### src/rtl/turnstile_pkg.sv
// rtl/turnstile_pkg.sv - shared types and constants for the turnstile validation arbiter
package turnstile_pkg;

  typedef enum logic [1:0] {
    IDLE  = 2'd0,
    ISSUE = 2'd1,
    WAIT  = 2'd2,
    RESP  = 2'd3
  } state_t;

  localparam int DEF_CODE_W = 4;

  // Window of codes the validator accepts; used by validator models.
  localparam int CODE_MIN = 4;
  localparam int CODE_MAX = 11;

  function automatic logic code_in_window(input logic [DEF_CODE_W-1:0] code);
    return (int'(code) >= CODE_MIN) && (int'(code) <= CODE_MAX);
  endfunction

endpackage

### src/rtl/rr_arbiter.sv
// rtl/rr_arbiter.sv - combinational round-robin pick: first requester at or after ptr
module rr_arbiter #(
  parameter int N     = 4,
  parameter int IDX_W = $clog2(N)
) (
  input  logic [N-1:0]     req,
  input  logic [IDX_W-1:0] ptr,
  output logic [N-1:0]     grant,
  output logic [IDX_W-1:0] idx,
  output logic             any
);

  always_comb begin
    grant = '0;
    idx   = '0;
    any   = 1'b0;
    for (int i = 0; i < N; i++) begin
      if (!any && req[(int'(ptr) + i) % N]) begin
        any                          = 1'b1;
        idx                          = IDX_W'((int'(ptr) + i) % N);
        grant[(int'(ptr) + i) % N]   = 1'b1;
      end
    end
  end

endmodule

### src/rtl/turnstile_validation_arbiter.sv
// rtl/turnstile_validation_arbiter.sv - shares one code validator among several card readers
module turnstile_validation_arbiter
  import turnstile_pkg::*;
#(
  parameter int NUM_READERS    = 4,
  parameter int CODE_W         = DEF_CODE_W,
  parameter int TIMEOUT_CYCLES = 32,
  parameter int CNT_W          = 16
) (
  input  logic                          clk,
  input  logic                          rst,
  input  logic [NUM_READERS-1:0]        rd_req,
  input  logic [NUM_READERS*CODE_W-1:0] rd_code,
  output logic [NUM_READERS-1:0]        rd_done,
  output logic                          rd_grant,
  output logic [CODE_W-1:0]             val_code,
  output logic                          val_start,
  input  logic                          val_busy,
  input  logic                          val_done,
  input  logic                          val_grant,
  output logic [CNT_W-1:0]              grant_cnt,
  output logic [CNT_W-1:0]              deny_cnt,
  output logic [CNT_W-1:0]              timeout_cnt
);

  localparam int IDX_W = $clog2(NUM_READERS);
  localparam int TMR_W = $clog2(TIMEOUT_CYCLES + 1);

  state_t             state, state_n;
  logic [IDX_W-1:0]   idx_q;
  logic [IDX_W-1:0]   ptr_q;
  logic [CODE_W-1:0]  code_q;
  logic [TMR_W-1:0]   timer_q;
  logic               verdict_q;

  logic [NUM_READERS-1:0] arb_grant;
  logic [IDX_W-1:0]       arb_idx;
  logic                   arb_any;
  logic                   select;
  logic                   timeout_hit;

  rr_arbiter #(
    .N     (NUM_READERS),
    .IDX_W (IDX_W)
  ) u_rr_arbiter (
    .req   (rd_req),
    .ptr   (ptr_q),
    .grant (arb_grant),
    .idx   (arb_idx),
    .any   (arb_any)
  );

  function automatic logic [CNT_W-1:0] sat_inc(input logic [CNT_W-1:0] v);
    return (&v) ? v : v + 1'b1;
  endfunction

  assign select      = (state == IDLE) && !val_busy && arb_any;
  // A verdict arriving on the last timer cycle takes precedence over the timeout.
  assign timeout_hit = (state == WAIT) && !val_done &&
                       (timer_q == TMR_W'(TIMEOUT_CYCLES - 1));

  always_comb begin
    state_n = state;
    case (state)
      IDLE:    if (select) state_n = ISSUE;
      ISSUE:   state_n = WAIT;
      WAIT:    if (val_done || timeout_hit) state_n = RESP;
      RESP:    state_n = IDLE;
      default: state_n = IDLE;
    endcase
  end

  always_ff @(posedge clk or posedge rst) begin
    if (rst) begin
      state <= IDLE;
    end else begin
      state <= state_n;
    end
  end

  always_ff @(posedge clk or posedge rst) begin
    if (rst) begin
      idx_q     <= '0;
      code_q    <= '0;
      ptr_q     <= '0;
      timer_q   <= '0;
      verdict_q <= 1'b0;
    end else begin
      case (state)
        IDLE: begin
          if (select) begin
            idx_q  <= arb_idx;
            code_q <= rd_code[arb_idx*CODE_W +: CODE_W];
          end
        end
        ISSUE: begin
          timer_q   <= '0;
          verdict_q <= 1'b0;
        end
        WAIT: begin
          if (val_done) begin
            verdict_q <= val_grant;
          end else if (timeout_hit) begin
            verdict_q <= 1'b0;
          end else begin
            timer_q <= timer_q + 1'b1;
          end
        end
        RESP: begin
          ptr_q <= (idx_q == IDX_W'(NUM_READERS - 1)) ? '0 : idx_q + 1'b1;
        end
        default: ;
      endcase
    end
  end

  always_ff @(posedge clk or posedge rst) begin
    if (rst) begin
      grant_cnt   <= '0;
      deny_cnt    <= '0;
      timeout_cnt <= '0;
    end else begin
      if (timeout_hit) begin
        timeout_cnt <= sat_inc(timeout_cnt);
      end
      if (state == RESP) begin
        if (verdict_q) begin
          grant_cnt <= sat_inc(grant_cnt);
        end else begin
          deny_cnt  <= sat_inc(deny_cnt);
        end
      end
    end
  end

  assign val_start = (state == ISSUE);
  assign val_code  = code_q;
  assign rd_done   = (state == RESP) ? (NUM_READERS'(1) << idx_q) : '0;
  assign rd_grant  = (state == RESP) && verdict_q;

endmodule

### config.mk
export PLATFORM = sky130hd
export DESIGN_NAME = turnstile_validation_arbiter
export DESIGN_NICKNAME = d
export VERILOG_FILES = /design/src/rtl/turnstile_pkg.sv /design/src/rtl/rr_arbiter.sv /design/src/rtl/turnstile_validation_arbiter.sv
export SDC_FILE = /design/constraint.sdc
export NUM_CORES = 1
export LEC_CHECK = 0
export ABC_AREA = 1
export ABC_CLOCK_PERIOD_IN_PS = 3450
export CAP_MARGIN = 15
export CORE_ASPECT_RATIO = 0.9
export CORE_UTILIZATION = 49
export CTS_BUF_LIST = sky130_fd_sc_hd__clkbuf_4
export DETAILED_ROUTE_END_ITERATION = 10
export GPL_TIMING_DRIVEN = 0
export PLACE_DENSITY_LB_ADDON = 0.3
export SLEW_MARGIN = 20
export SYNTH_ARGS = -nofsm -noshare
export SYNTH_HDL_FRONTEND = slang
export SYNTH_SLANG_ARGS = --single-unit
### constraint.sdc
create_clock -name clk -period 3.45 [get_ports clk]
set_clock_uncertainty 0.1 [all_clocks]
set_input_delay 0.69 -clock clk [delete_from_list [all_inputs] [get_ports clk]]
set_output_delay 0.69 -clock clk [all_outputs]
set_load 0.005 [all_outputs]
### Word-level counts from Yosys, hierarchy flattened

Index checks and enable logic that the tools add are counted.
W data, S select, Z words.

| cells by class | value |
|---|---|
| add/sub/neg operators | 8 |
| magnitude comparators | 4 |
| eq/ne operators | 10 |
| shift operators | 2 |
| muxes and demuxes | 30 |
| bitwise operators | 7 |
| reductions and logical operators | 29 |

Operator list:

| operator | number |
|---|---|
| $add A16 B1 Y16 const B | 3 |
| $reduce_and A16 Y1 | 3 |
| $shiftx A16 B5 Y4 | 1 |
| $mux W2 | 7 |
| $mux W1 | 13 |
| $lt A3 B4 Y1 const B | 3 |
| $mux W6 | 2 |
| $pmux W6 S2 | 1 |
| $reduce_and A3 Y1 | 3 |
| $bmux W1 S2 | 4 |
| $logic_and A1 B1 Y1 | 8 |
| $pmux W2 S4 | 1 |
| $reduce_and A2 Y1 | 4 |
| $add A6 B1 Y6 const B | 1 |
| $eq A2 B2 Y1 const B | 3 |
| $eq A6 B5 Y1 const B | 1 |
| $ne A2 B2 Y1 const B | 3 |
| $reduce_or A2 Y1 | 3 |
| $logic_not A1 Y1 | 5 |
| $add A2 B1 Y2 const B | 2 |
| $add A2 B2 Y2 const B | 2 |
| $mux W4 | 1 |
| $not A1 Y1 | 4 |
| $shl A1 B2 Y4 const A | 1 |
| 9 further kinds | 11 |

| storage, ports and cells | value |
|---|---|
| bits in registers | 65 |
| input bits | 25 |
| output and inout bits | 58 |
| logic and storage cells | 99 |

### Logic depth before layout (Yosys ltp)

| logic depth | value |
|---|---|
| depth after elaboration | 17 |
| gate-level depth with buffers | 14 |
| gate-level depth less buffers | 14 |

### Cells and area by module

From an unflattened synthesis, not the netlist that was laid out.

| unflattened totals | value |
|---|---|
| cell total of the unflattened synthesis | 631 |
| area, all modules | 4,414.2 um2 |

Modules (own cells, without submodules):

| module | times used | cells an instance | area an instance (um2) | seq. area each (um2) |
|---|---|---|---|---|
| turnstile_validation_arbiter | 1 | 557 | 3,983.8 | 1,626.6 |
| rr_arbiter | 1 | 74 | 430.4 | 0.0 |

### Worst setup path before layout

No wires, ideal clock.

| timing | value |
|---|---|
| path kind | register to register |
| start | register state[0] |
| end | register timeout_cnt[4] |
| library setup time | 124 ps |
| arrival time | 1,693 ps |
| data required time | 3,226 ps |
| setup slack | 1,534 ps |
| stages on the path, launching flop included | 9 |
| buffers on the path | 2 |
| clock period less this slack | 1,916 ps |
| cells stage by stage | dfrtp_1 inv_1 ha_1 clkbuf_1 nand4_1 a41oi_1 buf_2 nand4_1 xor2_1 |

| between the ends | value |
|---|---|
| word-level cells in the longest chain between the ends | 4 |

Ends and longest elaborated chain:

| what | line | text |
|---|---|---|
| from (decl) | turnstile_validation_arbiter.sv:29 | `state_t state, state_n;` |
| from (signal assigned) | turnstile_validation_arbiter.sv:77 | `state <= state_n;` |
| $eq A2 B2 Y1 | turnstile_validation_arbiter.sv:59 | `assign timeout_hit = (state == WAIT) && !val_done &&` |
| $logic_and A1 B1 Y1 (2 in series) | turnstile_validation_arbiter.sv:59 |  |
| $reduce_and A2 Y1 (no line) | n/a |  |
| to (signal assigned) | turnstile_validation_arbiter.sv:124 | `timeout_cnt <= sat_inc(timeout_cnt);` |
| to (decl) | turnstile_validation_arbiter.sv:23 | `output logic [CNT_W-1:0] timeout_cnt` |

Every way passes these cells.
A chain may end at the register's enable or synchronous reset.

### Worst setup path in the final report

| timing | value |
|---|---|
| start | register state[0] |
| end | output port rd_grant |

| between the ends | value |
|---|---|
| word-level cells in the longest chain between the ends | 2 |

Ends and longest elaborated chain:

| what | line | text |
|---|---|---|
| $eq A2 B2 Y1 | turnstile_validation_arbiter.sv:139 | `assign rd_grant = (state == RESP) && verdict_q;` |
| $logic_and A1 B1 Y1 | turnstile_validation_arbiter.sv:139 |  |
| to (decl) | turnstile_validation_arbiter.sv:15 | `output logic rd_grant,` |

Every way passes these cells.

==> metrics.md <==
| Metric | Value |
|---|---|
| Worst setup SP type | `register` |
| Largest net degree at the start of global routing | `34` |
| Area delta synth->final | `29.3%` |
| Seq cells post-synth | `65` |
| Clk_lat worst skew | `0.40 ns` |
| Worst slew pin tran | `0.416 ns` |
| Met1 Routed Length | `3850 um` |
| Status | `finished, final reports clean` |
| Power Dens Cells | `583 mW/mm^2` |
| DR pass1 iterations | `4` |
| Initial core utilization | `52.0%` |
| CP max stage delay | `0.52 ns` |
| Mapped Avg Cell Area | `8.15 sq um` |
| Finished Layout Cells | `654` |
| Commonest non-fill, non-tap cells in the layout | `nand2_1, clkdlybuf4s50_1, dfrtp_1` |
| Routed wl met2 | `3570 um` |
| CTS tree | `yes` |
| Placed inst area | `0.00473 sq mm` |
| Number of global-route vias before repair | `3040` |
| Max Fclk | `380 MHz` |
| Synth warn | `0` |
| CTS Root Cell | `clkbuf_4` |
| Dominant synthesized flop cell | `dfrtp_1` |
| Port Buffers | `82` |
| Post_cts resized | `0` |
| Critical-path cell list | `ha_1 > buf_2 > nand2_1 > inv_1 > clkdlybuf4s50_1` |
| Grt total ovfl | `0` |
| Worst Reg2Reg Path Length in Cells | `8` |
| Die Span Y | `85.3 um` |
| Routed WL | `8050 um` |
| Req. time, crit path | `2.66 ns` |
| Gr usage total | `21.4%` |
| Wirelength per Cell | `12.3 um` |
| Max Cap Violations | `0` |
| Initial antenna violation count | `0` |
| Largest fanout on the critical path | `10` |
| Post-Syn Area | `0.00377 sq mm` |
| Maximum clock insertion buffer count | `2` |
| Fin nets | `595` |
| Post-synth ARST share | `100%` |
| Mapped Nets | `501` |
| Crit Path Category | `register to primary output` |
| Final hold vios | `0` |
| Hold slack | `0.392 ns` |
| Peak supply drop | `0.256 mV` |
| Most common cell after layout, fill and taps aside | `nand2_1` |
| Setup Fix Bufs, Post-CTS | `0` |
| Crit end category | `primary output` |
| Die X | `94.5 um` |
| # fillers | `636` |
| RSZ-0062 raised after global routing | `no` |
| Fin area | `0.00488 sq mm` |
| Post-route antenna net violation count | `0` |
| Hold Crit Class | `register to register` |
| Routed met3 length | `538 um` |
| Num rows | `29` |
| GP Congestion | `0.877` |
| Clock sinks | `65` |
| Max-Slew Margin vs Limit | `72.2%` |
| Worst-path clk slew | `0.10 ns` |
| Slew Limit Fails | `0` |
| H-tree depth | `3` |
| Share of cells above drive strength 1 | `8.91%` |
| Post-layout min period | `2.63 ns` |
| Via Count | `3266` |
| ANT cells | `0` |
| Drt drc | `0` |
| Vias per std cell | `4.99` |
| Core area | `0.00726 sq mm` |
| Top layer reached by signal wires | `met4` |
| Die Footprint | `0.00806 sq mm` |
| Post-CTS Hold Fix Bufs | `0` |
| Initial DRC Count | `187` |
| Global-route wire length before repair | `13600 um` |
| Data arrival time of the worst path | `1.84 ns` |
| Post-synthesis cell type count | `37` |
| Worst hold path depth | `2` |
| Synthesized instance count | `463` |
| Num ports | `83` |
| Placed Cells | `639` |
| Post-synthesis sequential area ratio | `43.1%` |
| EDFF count, synth | `0` |
| DP Wirelength | `6100 um` |
| Max stage delay cell, worst path | `clkdlybuf4s50_1` |
| Pleak | `2.42 nW` |
| Crit share post-route | `76.3%` |
| Final setup vio count | `0` |
| Cts bufs inserted | `9` |
## worst paths after layout
| kind | start | to | slack (ns) |
|---|---|---|---|
| max | state[0] | rd_grant | 0.82 |
| min | val_code[0] | val_code[0] | 0.39 |
| min reg2reg | val_code[0] | val_code[0] | 0.39 |
| min in group asynchronous | rst | grant_cnt[3] | 0.54 |
| max reg2reg | state[0] | timeout_cnt[15] | 1.19 |
| max in group asynchronous | rst | timer_q[1] | 2.20 |
## synthesized netlist by cell type (2+ instances only)
cell      instances  area share [%]
nand2_1         124              12
dfrtp_1          65              43
inv_1            63             6.3
nand3_1          31             4.1
nor2_1           28             2.8
xnor2_1          21             4.9
xor2_1           21             4.9
nand4_1          16             2.7
ha_1             13             4.3
nor3_1           13             1.7
nand2_2          10             1.7
o21ai_0           9             1.2
a21oi_1           5            0.66
inv_2             5            0.50
nand3b_1          5            0.99
nor2_2            5            0.83
nand2_4           3            0.90
nand3_2           3            0.80
buf_2             2            0.27
nand3_4           2            0.93
nor4_1            2            0.33
o21ai_1           2            0.27
## registers in the layout, summed over array words and instances (netlist names)
signal       flops
deny_cnt        16
grant_cnt       16
timeout_cnt     16
timer_q          6
val_code         4
idx_q            2
ptr_q            2
state            2
verdict_q        1
## worst max-delay path, delay by kind of cell, from the launching register on
family	cells	cell delay, ns
AND/OR/NAND/NOR	1	0.07
adder cells (fa/ha/maj)	1	0.15
flip-flops	1	0.39
buffers and inverters	3	0.82
## layer usage
metal	GRT usage (%)	vias to the layer above
li1	-	1658
met1	28.5	1505
met2	33.6	90
met3	5.47	13
met4	7.85	0
met5	0	-
## per-stage QoR
step	worst slack, ns	power [mW]	util (%)	TNS, ns
after floorplan	1.03	1.92	-	0
after CTS	0.776	2.88	67.2	0
final	0.819	2.84	67.2	0
after detailed placement	0.945	2.32	65.2	0
after global routing	0.689	3.09	67.2	0
after global placement	-0.0516	2.28	64.9	-3.23
## area by class of cell
class	count	area [sq um]	share of cell area [%]
Inverter	68	258	5.28
Tap cell	93	116	2.38
Timing Repair Buffer	83	841	17.2
Clock inverter	5	71.3	1.46
Clock buffer	10	75.1	1.54
Multi-Input combinational cell	326	1870	38.3
Buffer	4	21.3	0.436
Sequential cell	65	1630	33.3
## kinds of logic (layout without fill, tap and decap cells)
group,Yosys count,after routing,share of synthesized area (%)
and+or+nand+nor,247,247,31.4
buffers and inverters,72,170,7.33
DFF,65,65,43.1
xor gates and xnor gates,42,42,9.75
AOI/OAI and AO/OA,24,24,4.11
adders and majority gates,13,13,4.31
## power by group
group / switching (mW) / internal, mW
combinational: 0.774 / 0.533
clock: 0.259 / 0.292
sequential: 0.111 / 0.876
total: 1.14 / 1.70
Power figures use the tool's default switching activity.
==> patch 1: new RTL, config.mk and constraints unchanged <==
Encoding of `state_t`: now one-hot (4 bits for 4 states).
--- a/src/rtl/turnstile_pkg.sv
+++ b/src/rtl/turnstile_pkg.sv
@@ -2,9 +2,9 @@
 package turnstile_pkg;
 
-  typedef enum logic [1:0] {
-    IDLE  = 2'd0,
-    ISSUE = 2'd1,
-    WAIT  = 2'd2,
-    RESP  = 2'd3
+  typedef enum logic [3:0] {
+    IDLE  = 4'b0001,
+    ISSUE = 4'b0010,
+    WAIT  = 4'b0100,
+    RESP  = 4'b1000
   } state_t;
 
Check against the original RTL: no difference found for any inputs over 4 cycles, from zero or initial values and one cycle with rst high; so few cycles prove little.
==> patch 1 against the original RTL <==
  * Non-clock buffer count is the same
  * Area after synthesis up 6.2%
  * Total power is 4.7% lower
  * Count of clock-buffer cells in the layout down 1
  * Worst hold slack improved by 0.021 ns
  * Setup slack got worse by 0.20 ns
  * Wire length grew 5.3%
  * Sequential cell count is 2 higher
  * Design area increased by 5.3%
  * Clock power up 7.5%
==> patch 1: results (changes against the original RTL) <==
clock share of power: 21.8% (was 19.4%)
vias in the first global route: 3421 (was 3040)
status: complete, no violations (unchanged)
Initial DRT Pass Iterations: 5 (was 4)
Rel. slew slack: 65.0% (was 72.2%)
initial drt markers: 102 (was 187)
gate count of the mapped netlist: 495 (was 463)
Synth top cells by count: nand2_1, dfrtp_1, inv_1 (unchanged)
pin count of the biggest net entering global routing: 52 (was 34)
top cells by area, synth: dfrtp_1, nand2_1, xor2_1 (was dfrtp_1, nand2_1, inv_1)
final RePlAce weighted congestion: 0.884 (was 0.877)
first-pass GRT wire length: 15000 um (was 13600 um)
Clock transition at path regs: 0.12 ns (was 0.10 ns)
fraction of layout cells with a size suffix above 1: 13.8% (was 8.91%)
Layout Nets: 622 (was 595)
DP HPWL: 6490 um (was 6100 um)
Final Power: 2.71 mW (was 2.84 mW)
DP Cell Count: 674 (was 639)
part of the Yosys area used for sequential elements: 41.9% (was 43.1%)
DR vias/cell: 4.98 (was 4.99)
Psw: 1.08 mW (was 1.14 mW)
combinational logic power: 1.18 mW (was 1.31 mW)
syn_nets: 528 (was 501)
Post-DP Area: 4980 um^2 (was 4730 um^2)
worst-path maximum fanout: 6 (was 10)
GRT Resource Usage Total: 21.5% (was 21.4%)
-- patch 1: through the flow --
stage,util (%),worst slack [ns]
CTS,66.4,0.588
finish,66.4,0.619
floorplan,-,0.978
global route,66.4,0.447
detailed placement,64.4,0.945
global placement,64.0,-0.186
-- patch 1: metal layers --
metal  wire, um  global-route usage (%)
met4        101                    5.75
met2       4150                    37.5
met3        420                    5.75
met1       3820                    26.8
met5          0                       0
-- patch 1: cell families (layout without fill, tap and decap cells) --
logic type	after synthesis	in the layout	share of synthesized area [%]
and+or+nand+nor	274	274	34.9
buffers and inverters	79	178	8.46
xor gates and xnor gates	38	38	8.31
AOI/OAI and AO/OA	29	29	3.94
DFF	67	67	41.9
adders and majority gates	8	8	2.50
-- patch 1: critical path, cell delays in order (launching register included) --
cell and delay (ns):
dfrtp_1 0.41, inv_2 0.09, nand2_1 0.10, nor3_4 0.21
inv_2 0.12, nor2_2 0.17, clkdlybuf4s50_1 0.53
-- patch 1: final timing paths --
path / start / endpoint / slack (ns)
min in group asynchronous: rst / grant_cnt[12]$_DFFE_PP0P_ / 0.45
max in group asynchronous: rst / state[0]$_DFFE_PP1P_ / 2.22
setup reg to reg: timer_q[1]$_DFFE_PP0P_ / timeout_cnt[14]$_DFFE_PP0P_ / 1.53
hold reg to reg: val_code[2]$_DFFE_PP0P_ / val_code[2]$_DFFE_PP0P_ / 0.41
setup / recovery: state[1]$_DFFE_PP0P_ / rd_grant / 0.62
hold / removal: val_code[2]$_DFFE_PP0P_ / val_code[2]$_DFFE_PP0P_ / 0.41
-- patch 1: final cells by class --
cell class                 count  area [um^2]
tap                           96          120
timing repair buffer          83          848
inverter                      75          292
sequential                    67         1680
clock buffer                   9         67.6
clock inverter                 7         92.6
multi-input combinational    349         1990
buffer                         4         50.0
fill                         671         2590
==> patch 2: new RTL, same settings <==
Without the edit above. Change the parameter `CNT_W` from 16 to 18.
--- a/src/rtl/turnstile_validation_arbiter.sv
+++ b/src/rtl/turnstile_validation_arbiter.sv
@@ -6,5 +6,5 @@
   parameter int CODE_W         = DEF_CODE_W,
   parameter int TIMEOUT_CYCLES = 32,
-  parameter int CNT_W          = 16
+  parameter int CNT_W          = 18
 ) (
   input  logic                          clk,
Interface: changed (resized deny_cnt, grant_cnt and timeout_cnt); port bits go from 83 to 89. The function was not compared with the original's and may differ.
==> patch 2 against the original RTL <==
  * Largest power group unchanged
  * Area after synthesis up 13%
  * Sequential cell count is 6 higher
  * Highest routed layer unchanged
  * Largest cell class unchanged
  * Total power increased by 4.9%
  * Core utilization down 1.1 points
  * Critical path depth unchanged
  * Setup slack got worse by 0.19 ns
  * Non-clock buffer count increased by 9
  * Design area increased by 11%
  * Fmax shrank 6.8%
  * Wire length is 13% higher
==> patch 2: results (changes against the original RTL) <==
combinational logic power: 1.41 mW (was 1.31 mW)
DR vias/cell: 4.93 (was 4.99)
met3 Use GR: 3.64% (was 5.47%)
Synth Area in Compound Gates: 3.82% (was 4.11%)
fraction of layout cells with a size suffix above 1: 8.07% (was 8.91%)
Peak VDD IR: 0.000470 V (was 0.000256 V)
reg-to-reg critical path endpoint: timeout_cnt[10]$_DFFE_PP0P_ (was timeout_cnt[15]$_DFFE_PP0P_)
top cells by area, synth: dfrtp_1, nand2_1, inv_1 (unchanged)
R2R setup slack: 1.23 ns (was 1.19 ns)
status: complete, no violations (unchanged)
Layout Nets: 690 (was 595)
met1 GRT Util: 28.7% (was 28.5%)
met3 wire length: 308 um (was 538 um)
DIE WIDTH: 100 um (was 94.5 um)
part of the Yosys area used for sequential elements: 41.7% (was 43.1%)
DP HPWL: 7000 um (was 6100 um)
WL met1: 4410 um (was 3850 um)
pin count of the biggest net entering global routing: 38 (was 34)
initial drt markers: 125 (was 187)
switching share of power: 42.3% (was 40.2%)
via count: 3808 (was 3266)
Seq power: 1.06 mW (was 987 uW)
vias in the first global route: 3693 (was 3040)
final WL: 9060 um (was 8050 um)
gate count of the mapped netlist: 552 (was 463)
final RePlAce weighted congestion: 0.878 (was 0.877)
minimum clock period after layout: 2.82 ns (was 2.63 ns)
Post-Synth Adder-Cell Area: 3.82% (was 4.31%)
GRT Resource Usage Total: 21.7% (was 21.4%)
Yosys cell types: 35 (was 37)
==> patch 2: cell count changes after synthesis, sizes merged, moves of 3 or more <==
cell,change
o21ai,+10
nand3b,-5
nand2,+47
nor4,+3
nor2,+7
xor2,+5
dfrtp,+6
inv,+8
==> patch 2: final cells by class <==
type | count | area [um^2]
clock buffer | 9 | 67.6
clock inverter | 7 | 63.8
buffer | 7 | 48.8
fill | 727 | 2780
multi-input combinational | 398 | 2140
inverter | 76 | 295
sequential | 71 | 1780
tap | 115 | 144
timing repair buffer | 89 | 901
==> patch 2: per-stage QoR <==
| stage | hold WS [ns] | setup TNS (ns) | power (mW) | area [um^2] |
|---|---|---|---|---|
| final | 0.411 | 0 | 2.98 | 5440 |
| after CTS | 0.421 | 0 | 3.01 | 5440 |
| after global routing | 0.435 | 0 | 3.24 | 5440 |
| after detailed placement | 0.383 | 0 | 2.48 | 5310 |
| after global placement | 0.388 | -21.13 | 2.42 | 5290 |
| after floorplan | 0.372 | 0 | 2.05 | 4260 |
